==> config.mk <==
export PLATFORM = sky130hd
export DESIGN_NAME = rr_grant_arbiter
export DESIGN_NICKNAME = d
export VERILOG_FILES = /design/src/rtl/rr_grant_arbiter.sv
export SDC_FILE = /design/constraint.sdc
export NUM_CORES = 1
export LEC_CHECK = 0
export ABC_AREA = 1
export CAP_MARGIN = 20
export CORE_MARGIN = 2
export CORE_UTILIZATION = 50
export CTS_CLUSTER_DIAMETER = 30
export DETAILED_ROUTE_END_ITERATION = 8
export GPL_TIMING_DRIVEN = 0
export HOLD_SLACK_MARGIN = 0.12
export MAX_ROUTING_LAYER = met4
export PLACE_DENSITY = 0.71
export SYNTH_ARGS = -nofsm -noshare
export SYNTH_HDL_FRONTEND = slang
export SYNTH_SLANG_ARGS = --single-unit
==> constraint.sdc <==
create_clock -name clk -period 11.6 [get_ports clk]
set_clock_uncertainty 0.05 [all_clocks]
set_input_delay 2.32 -clock clk [delete_from_list [all_inputs] [get_ports clk]]
set_output_delay 2.32 -clock clk [all_outputs]
set_load 0.03 [all_outputs]
==> src/rtl/rr_grant_arbiter.sv <==
// rr_grant_arbiter: round-robin packet arbiter for one router output; ports clk, rst, req[4:0], tail_xfer in; g00..g04, grant_valid, grant_idx out
module rr_grant_arbiter #(
  parameter int MAX_HOLD = 0
) (
  input  logic       clk,
  input  logic       rst,
  input  logic [4:0] req,
  input  logic       tail_xfer,
  output logic       g00,
  output logic       g01,
  output logic       g02,
  output logic       g03,
  output logic       g04,
  output logic       grant_valid,
  output logic [2:0] grant_idx
);
  typedef enum logic {IDLE, BUSY} state_t;
  state_t     state_q, state_d;
  logic [4:0] grant_q, grant_d;
  logic [2:0] ptr_q, ptr_d, idx_q, idx_d, arb_ptr;
  logic [7:0] hold_q, hold_d;
  logic       valid_q, valid_d, rel;
  logic [3:0] pk;
  function automatic logic [3:0] pick(input logic [4:0] r, input logic [2:0] p);
    logic [3:0] res;
    int j;
    res = '0;
    for (int k = 4; k >= 0; k--) begin
      j = (int'(p) + k) % 5;
      if (r[j]) res = {1'b1, 3'(j)};
    end
    return res;
  endfunction
  always_comb begin
    state_d = state_q;
    grant_d = grant_q;
    ptr_d   = ptr_q;
    idx_d   = idx_q;
    hold_d  = hold_q;
    valid_d = valid_q;
    rel     = state_q == BUSY && (tail_xfer || !req[idx_q] ||
              (MAX_HOLD != 0 && int'(hold_q) == MAX_HOLD - 1));
    // On release the holder drops to lowest priority before re-arbitrating
    arb_ptr = rel ? (idx_q == 3'd4 ? 3'd0 : idx_q + 3'd1) : ptr_q;
    pk      = pick(req, arb_ptr);
    if (state_q == IDLE || rel) begin
      ptr_d   = arb_ptr;
      state_d = pk[3] ? BUSY : IDLE;
      grant_d = pk[3] ? 5'(5'b1 << pk[2:0]) : 5'b0;
      idx_d   = pk[3] ? pk[2:0] : 3'd0;
      valid_d = pk[3];
      hold_d  = '0;
    end else begin
      hold_d  = hold_q == 8'd255 ? hold_q : hold_q + 8'd1;
    end
  end
  always_ff @(posedge clk or posedge rst) begin
    if (rst) begin
      state_q <= IDLE;
      grant_q <= '0;
      ptr_q   <= '0;
      idx_q   <= '0;
      hold_q  <= '0;
      valid_q <= 1'b0;
    end else begin
      state_q <= state_d;
      grant_q <= grant_d;
      ptr_q   <= ptr_d;
      idx_q   <= idx_d;
      hold_q  <= hold_d;
      valid_q <= valid_d;
    end
  end
  assign {g04, g03, g02, g01, g00} = grant_q;
  assign grant_valid = valid_q;
  assign grant_idx   = idx_q;
endmodule

# Yosys cells after proc, flatten, opt, wreduce, memory -nomap -nowiden
# Index checks and enable logic that the tools add are counted.
[totals] ff_bits=13 out_inout_bits=9 wordCells=55
[classes] add_sub_neg=5 n_div=5 n_lt_le_gt_ge=6 n_eq_ne=1 shift=1 muxes=27 bitwise_logic=1 n_reduce_logical=4
[ops] cell="$lt 32x5->1 const B" count=5
[ops] cell="$mod 32x4->32 const B" count=4
[ops] cell="$mod 4x4->32 const B" count=1
[ops] cell="$mux 4" count=5
[ops] cell="$bmux 1 s3" count=6
[ops] cell="$mux 1" count=12
[ops] cell="$mux 3" count=3
[ops] cell="$add 3x2->4 const B" count=2
[ops] cell="$mux 5" count=1
[ops] cell="$shl 1x3->5 const A" count=1
[ops] cell="$add 3x1->4 const B" count=1
[ops] cell="$add 3x3->4 const B" count=1
[ops] cell="$lt 3x4->1 const B" count=1
[ops] cell="$add 3x1->3 const B" count=1
[ops] cell="$eq 3x3->1 const B" count=1
[ops] cell="$logic_or 1x1->1" count=2
[ops] cell="$logic_and 1x1->1" count=1
[ops] cell="$logic_not 1->1" count=1
[ops] cell="$not 1->1" count=1

# Depth between registers and ports, before layout
[logic_depth] ltp_word=18 ltp_mapped=39 mapped_depth_nobuf=39

# Worst setup path before layout
# OpenSTA, ideal clock, no wires.
[synth_timing] path_kind="in2reg" start="input port req[4]" end="register grant_q[0]" t_arrival_ns=6.087 required_time_ns=11.433 slack_ns=5.346 stages=34 path_buffers=1 path_cell_list="nand3_1 -> a21oi_2 -> nand2_4 -> nand2_4 -> nand2_4 -> nand2_4 -> buf_4 -> inv_1 -> ha_1 -> clkinv_1 -> ha_1 -> nor2_1 -> inv_1 -> or2_2 -> nand2_2 -> xor2_1 -> ha_1 -> nand2_1 -> nand3_2 -> nand2_2 -> nand2_1 -> nand3_1 -> nand3_1 -> nand2_1 -> nand2_1 -> nand2_2 -> a21oi_1 -> nand2_1 -> nand2_1 -> nand2_1 -> nand2_1 -> nand2_2 -> nand3_1 -> nand2_1"
[synth_via] elab_chain_len=18 elab_cells_between_ends=38 classes_between="add/sub: 4; div: 5; shift: 1; mux: 24; reduce/logical: 4"
[synth_lines] element="from (decl)" line="7" rtl="input logic [4:0] req,"
[synth_lines] element="$bmux 1 s3" line="41" rtl="rel = state_q == BUSY && (tail_xfer || !req[idx_q] ||"
[synth_lines] element="$mux 1 (not written as such)" line="41"
[synth_lines] element="$logic_not 1->1" line="41"
[synth_lines] element="$logic_or 1x1->1" line="41"
[synth_lines] element="$logic_and 1x1->1" line="41"
[synth_lines] element="$mux 3" line="44" rtl="arb_ptr = rel ? (idx_q == 3'd4 ? 3'd0 : idx_q + 3'd1) : ptr_q;"
[synth_lines] element="$add 3x3->4" line="29" rtl="j = (int'(p) + k) % 5;"
[synth_lines] element="$mod 32x4->32" line="29"
[synth_lines] element="$bmux 1 s3" line="30" rtl="if (r[j]) res = {1'b1, 3'(j)};"
[synth_lines] element="$mux 1 (not written as such) (2 in series)" line="30"
[synth_lines] element="$mux 4 (5 in series)" line="30"
[synth_lines] element="$shl 1x3->5" line="49" rtl="grant_d = pk[3] ? 5'(5'b1 << pk[2:0]) : 5'b0;"
[synth_lines] element="$mux 5" line="49"
[synth_lines] element="to (signal assigned)" line="67" rtl="grant_q <= grant_d;"
[synth_lines] element="to (decl)" line="19" rtl="logic [4:0] grant_q, grant_d;"
# Parallel ways exist; a longest one is shown, timed or not. The select of a mux whose other input is x is not followed.
# A chain may end at the register's enable or synchronous reset.

# Final worst setup path
# Same ends and word-level chain as after synthesis.

==> flow_summary.ini <==
[grt]
grt.met2_usage_pct = 39.4
antenna_found_initial = 0
grt-ovfl-total = 0
top_usage_layer = met2
grt_pass1_vias = 1903
grt_use_total_pct = 23.5
grt_util_met1_pct = 31.0
grt_pass1_wl_mm = 8.32
grt_max_degree = 13
grt_util_met3_pct = 1.48

[floorplan]
fp.coreArea_um2 = 3970
die_area_um2 = 4660
fp-row-count = 23
io_pins = 17
floorplan.initialDensity_pct = 52.0
die_h_um = 68.2
die_x_um = 68.2

[place]
hpwl_mm = 3.87
globalplace.congestion = 0.913
place_area_um2 = 2290
dp_cells = 390
numPortBuffers = 16

[clocking]
post-cts-setup-buffers = 0
cts_made_buffers = 3
numClockSinks = 12
hold_buffers = 0
post_cts_resized = 0
clk_path_buf_depth = 2
cts-root-buf = clkbuf_8
clkLatencyLatePin_ns = 0.24
cts_tree = yes
cts-htree-levels = 1
clkTransAtPathRegs_ns = 0.05

[worst_setup_path]
crit_path_max_incr_delay_ns = 0.53
start_kind = primary input
cp-end-kind = flop
rr_worst_depth = 35
crit_type = in -> reg
crit_path_max_fanout = 12
crit_path_frequent_cell = nand2_1
critical_path_arrival_ns = 7.22
cp.required_ns = 11.68
r2r-start = grant_idx[0]$_DFFE_PP0P_
critPathSlowestCell = clkdlybuf4s50_1
critPathLaunch = req[4]

[detailed_routing]
detail-route-antenna-nets = 0
avgRoutedWirePerCell_um = 12.0
route.detailed.drc = 0
initialDrtViolationCount = 62
viasPerCell = 5.31
dr.pass1.iters = 4
num_vias = 2094
wl_mm = 4.72

[timing]
max-slew-margin-rel_pct = 66.6
rsz0062_at_grt = no
fmax_mhz = 140
hold_viol_final = 0
finalMaxSlewViolations = 0
setup_viol = 0
finalCritPeriodShare_pct = 61.6
tightest_slew_ns = 0.497
tns_ns = 0
period_minus_slack_ns = 7.14

[synth]
synth_seq_cells = 12
async_reset_ff_share_pct = 100
syn_area_um2 = 2060
synth_top_area_cell = nand2_1
ys_top_cells_by_count = 82 x nand2_1, 47 x nand3_1, 42 x inv_1
synth_area_leaders = nand2_1 15%, dfrtp_1 15%, ha_1 13%
synth_edf_count = 0
ys_types = 35
synth-seq-area-share_pct = 14.6
syn_avg_cell_area_um2 = 6.37
dominantRegCellSynth = dfrtp_1
netlist_instances = 324
synth_nets = 353
synth_top_area_share_pct = 14.9
yosysMostFrequentCell = nand2_1
ys_warn_count = 0

[final_layout]
area_growth_pct = 13.5
finalNonFillerCells = 394
nFillCells = 408
final_cell_area_um2 = 2340
num_antenna_cells = 0
layout.nets = 374
drive_gt1_share_pct = 17.4

[outcome]
outcome = complete, no violations

[hold_path]
hp-class = reg -> reg
holdPathStages = 2
hold_start = grant_q[1]$_DFFE_PP0P_

[flow_run]
maxCapViolations = 0
==> worst max-delay path, delay by kind of cell <==
kind | cells | cell delay, ns
fa+ha+maj | 3 | 0.89
simple gates | 24 | 2.24
buf+inv | 5 | 1.19
xor+xnor | 1 | 0.23
compound gates | 2 | 0.34
==> cells in the final DEF (no fill, tap or decap), types with 4 or more instances in the layout <==
master	synthesis	routed
a21oi_1	8	8
clkbuf_8	0	4
clkdlybuf4s50_1	0	16
dfrtp_1	12	12
ha_1	21	21
inv_1	42	42
inv_2	10	10
nand2_1	82	82
nand2_2	14	14
nand2_4	8	8
nand3_1	47	47
nand3_2	11	11
nand4_1	4	4
nor2_1	17	17
o21ai_0	8	8
o21ai_1	12	12
==> cell type report <==
| cell class | count | area [um^2] | share of cell area [%] |
|---|---|---|---|
| inverter | 54 | 208 | 8.87 |
| sequential | 12 | 300 | 12.8 |
| buffer | 1 | 7.51 | 0.321 |
| timing repair buffer | 16 | 160 | 6.84 |
| tap | 50 | 62.6 | 2.67 |
| clock buffer | 4 | 55.1 | 2.35 |
| multi-input combinational | 257 | 1550 | 66.1 |
==> path summary, 6_finish.rpt <==
kind                                           to  slack [ns]
setup / recovery           grant_q[0]$_DFFE_PP0P_        4.46
hold / removal             grant_q[1]$_DFFE_PP0P_        0.43
setup reg to reg           grant_q[0]$_DFFE_PP0P_        6.50
hold reg to reg            grant_q[1]$_DFFE_PP0P_        0.43
max in group asynchronous  grant_q[1]$_DFFE_PP0P_        8.82
min in group asynchronous    ptr_q[1]$_DFFE_PP0P_        2.35
==> routing by layer <==
layer  vias up  wire (um)
met5         -          0
met4         0         62
met3         8        120
met2        30       2170
met1       967       2370
li1       1089          -
==> stage by stage <==
| stage | hold WS [ns] | utilization [%] | setup slack (ns) |
|---|---|---|---|
| 3_5_place_dp | 0.417 | 57.6 | 4.22 |
| 5_1_grt | 0.460 | 58.9 | 3.86 |
| 3_3_place_gp | 0.414 | 57.6 | 4.25 |
| 6_report | 0.426 | 58.9 | 4.46 |
| 4_1_cts | 0.432 | 58.9 | 4.45 |
| 2_1_floorplan | 0.440 | - | 5.35 |
==> sequential cells by signal (all words and copies together), names as in the netlist <==
register,count
grant_q,5
ptr_q,3
state_q,1
grant_idx,3
==> kinds of logic after synthesis <==
logic type / count (synthesis) / share of synthesized area (%)
adder cells (fa/ha/maj): 21 / 12.7
AND/OR/NAND/NOR: 193 / 48.6
flip-flops: 12 / 14.6
AO/OA/AOI/OAI: 38 / 11.2
buffers and inverters: 55 / 10.4
XOR/XNOR: 5 / 2.49
Power is left out: the tool's default activity adds up to more than one toggle a clock period on the data nets, which glitch-free logic cannot reach.
==> RTL edit: new RTL, same settings <==
Make the reset (`rst`) synchronous in one clocked block.
--- a/src/rtl/rr_grant_arbiter.sv
+++ b/src/rtl/rr_grant_arbiter.sv
@@ -54,7 +54,7 @@
       hold_d  = hold_q == 8'd255 ? hold_q : hold_q + 8'd1;
     end
   end
-  always_ff @(posedge clk or posedge rst) begin
+  always_ff @(posedge clk) begin
     if (rst) begin
       state_q <= IDLE;
       grant_q <= '0;
Function: differs if rst is asserted again (counterexample within 4 cycles, from zero or initial values and one cycle with rst high); with rst held inactive, the same outputs for 4 cycles.
==> RTL edit against the original RTL <==
Routed wire length decreased by 2.5%. Non-clock buffer count increased by 1. Critical path depth unchanged. Setup slack gained 110 ps. Sequential cell count is the same. Final area decreased by 1.8%. Synthesized area shrank 2.0%. Register-to-register slack improved by 130 ps. Die area fell by 1.9%. Critical endpoint is now grant_q[3]$_SDFFE_PP0P_.
Power is not shown: default switching activity piles up to over one toggle a cycle in this logic, so the estimate is an artifact.
==> RTL edit: results (changes against the original RTL) <==
| Metric | Reported | vs unedited |
|:---|:---|:---|
| Status | finished, final reports clean | unchanged |
| Reg2Reg Setup Slack | 6630 ps | was 6500 ps |
| Hold slack final | 412.7 ps | was 425.8 ps |
| Final weighted congestion in routability-driven placement | 0.8535 | was 0.9132 |
| Compound-Gate Fraction of Synth Area | 9.530% | was 11.16% |
| Commonest cells in the synthesized netlist | sky130_fd_sc_hd__nand2_1 (92), sky130_fd_sc_hd__nand3_1 (55), sky130_fd_sc_hd__inv_1 (42) | was sky130_fd_sc_hd__nand2_1 (82), sky130_fd_sc_hd__nand3_1 (47), sky130_fd_sc_hd__inv_1 (42) |
| Endpoint of the worst hold-timing path | grant_q[2]$_SDFFE_PP0P_ | was grant_q[1]$_DFFE_PP0P_ |
| Wire length of the first global-routing pass | 8059 microns | was 8321 microns |
| Global-route usage over all layers | 23.04% | was 23.52% |
| Source of the worst register-to-register timing path | grant_idx[0]$_SDFFE_PP0P_ | was grant_idx[0]$_DFFE_PP0P_ |
| Slew HR | 57.45% | was 66.62% |
| Initial drt markers | 79 | was 62 |
| Net count after synthesis | 362 | was 353 |
| Routed Wire Length | 4605 microns | was 4724 microns |
| Unique cell type count in the Yosys netlist | 32 | was 35 |
| Share of cells above drive strength 1 | 16.15% | was 17.44% |
| Hold_sp | grant_q[2]$_SDFFE_PP0P_ | was grant_q[1]$_DFFE_PP0P_ |
| Arrival time at the worst endpoint | 7150 ps | was 7220 ps |
| Biggest area contributors in the synthesized netlist | sky130_fd_sc_hd__nand2_1 (17%), sky130_fd_sc_hd__nand3_1 (14%), sky130_fd_sc_hd__ha_1 (13%), sky130_fd_sc_hd__dfxtp_1 (12%), sky130_fd_sc_hd__inv_1 (7.8%) | was sky130_fd_sc_hd__nand2_1 (15%), sky130_fd_sc_hd__dfrtp_1 (15%), sky130_fd_sc_hd__ha_1 (13%), sky130_fd_sc_hd__nand3_1 (11%), sky130_fd_sc_hd__inv_1 (7.6%) |
| Asr flop ratio synth | 0% | was 100.0% |
| Adder and majority cell fraction of the synthesized area | 13.00% | was 12.73% |
| Number of nets in the layout | 383 | was 374 |
| Half-perimeter wire length of the detailed placement result | 3805 microns | was 3869 microns |
| Sequential element share of the synthesized area | 11.88% | was 14.55% |
| Total via count after detailed routing | 2101 | was 2094 |
[RTL edit: metrics by stage]
stage	cell area (sq um)	setup WS, ps	utilization [%]	std cells
6_report	2300	4565	58.33	403
3_3_place_gp	2245	4393	56.93	399
3_5_place_dp	2245	4302	56.93	399
5_1_grt	2300	4039	58.33	403
2_1_floorplan	2022	5426	-	333
4_1_cts	2300	4549	58.33	403
[RTL edit: routing by layer]
metal | GRT usage, % | wire (microns)
met1 | 28.50 | 2309
met2 | 39.95 | 2115
met3 | 1.667 | 139
met4 | 6.633 | 40
met5 | - | 0
[RTL edit: area by class of cell]
| type | instances | area (sq um) |
|---|---|---|
| Clock buffer | 4 | 55.05 |
| Inverter | 49 | 183.9 |
| Multi-Input combinational cell | 270 | 1587 |
| Fill cell | 423 | 1643 |
| Buffer | 2 | 11.26 |
| Tap cell | 50 | 62.56 |
| Timing Repair Buffer | 16 | 160.2 |
| Sequential cell | 12 | 240.2 |
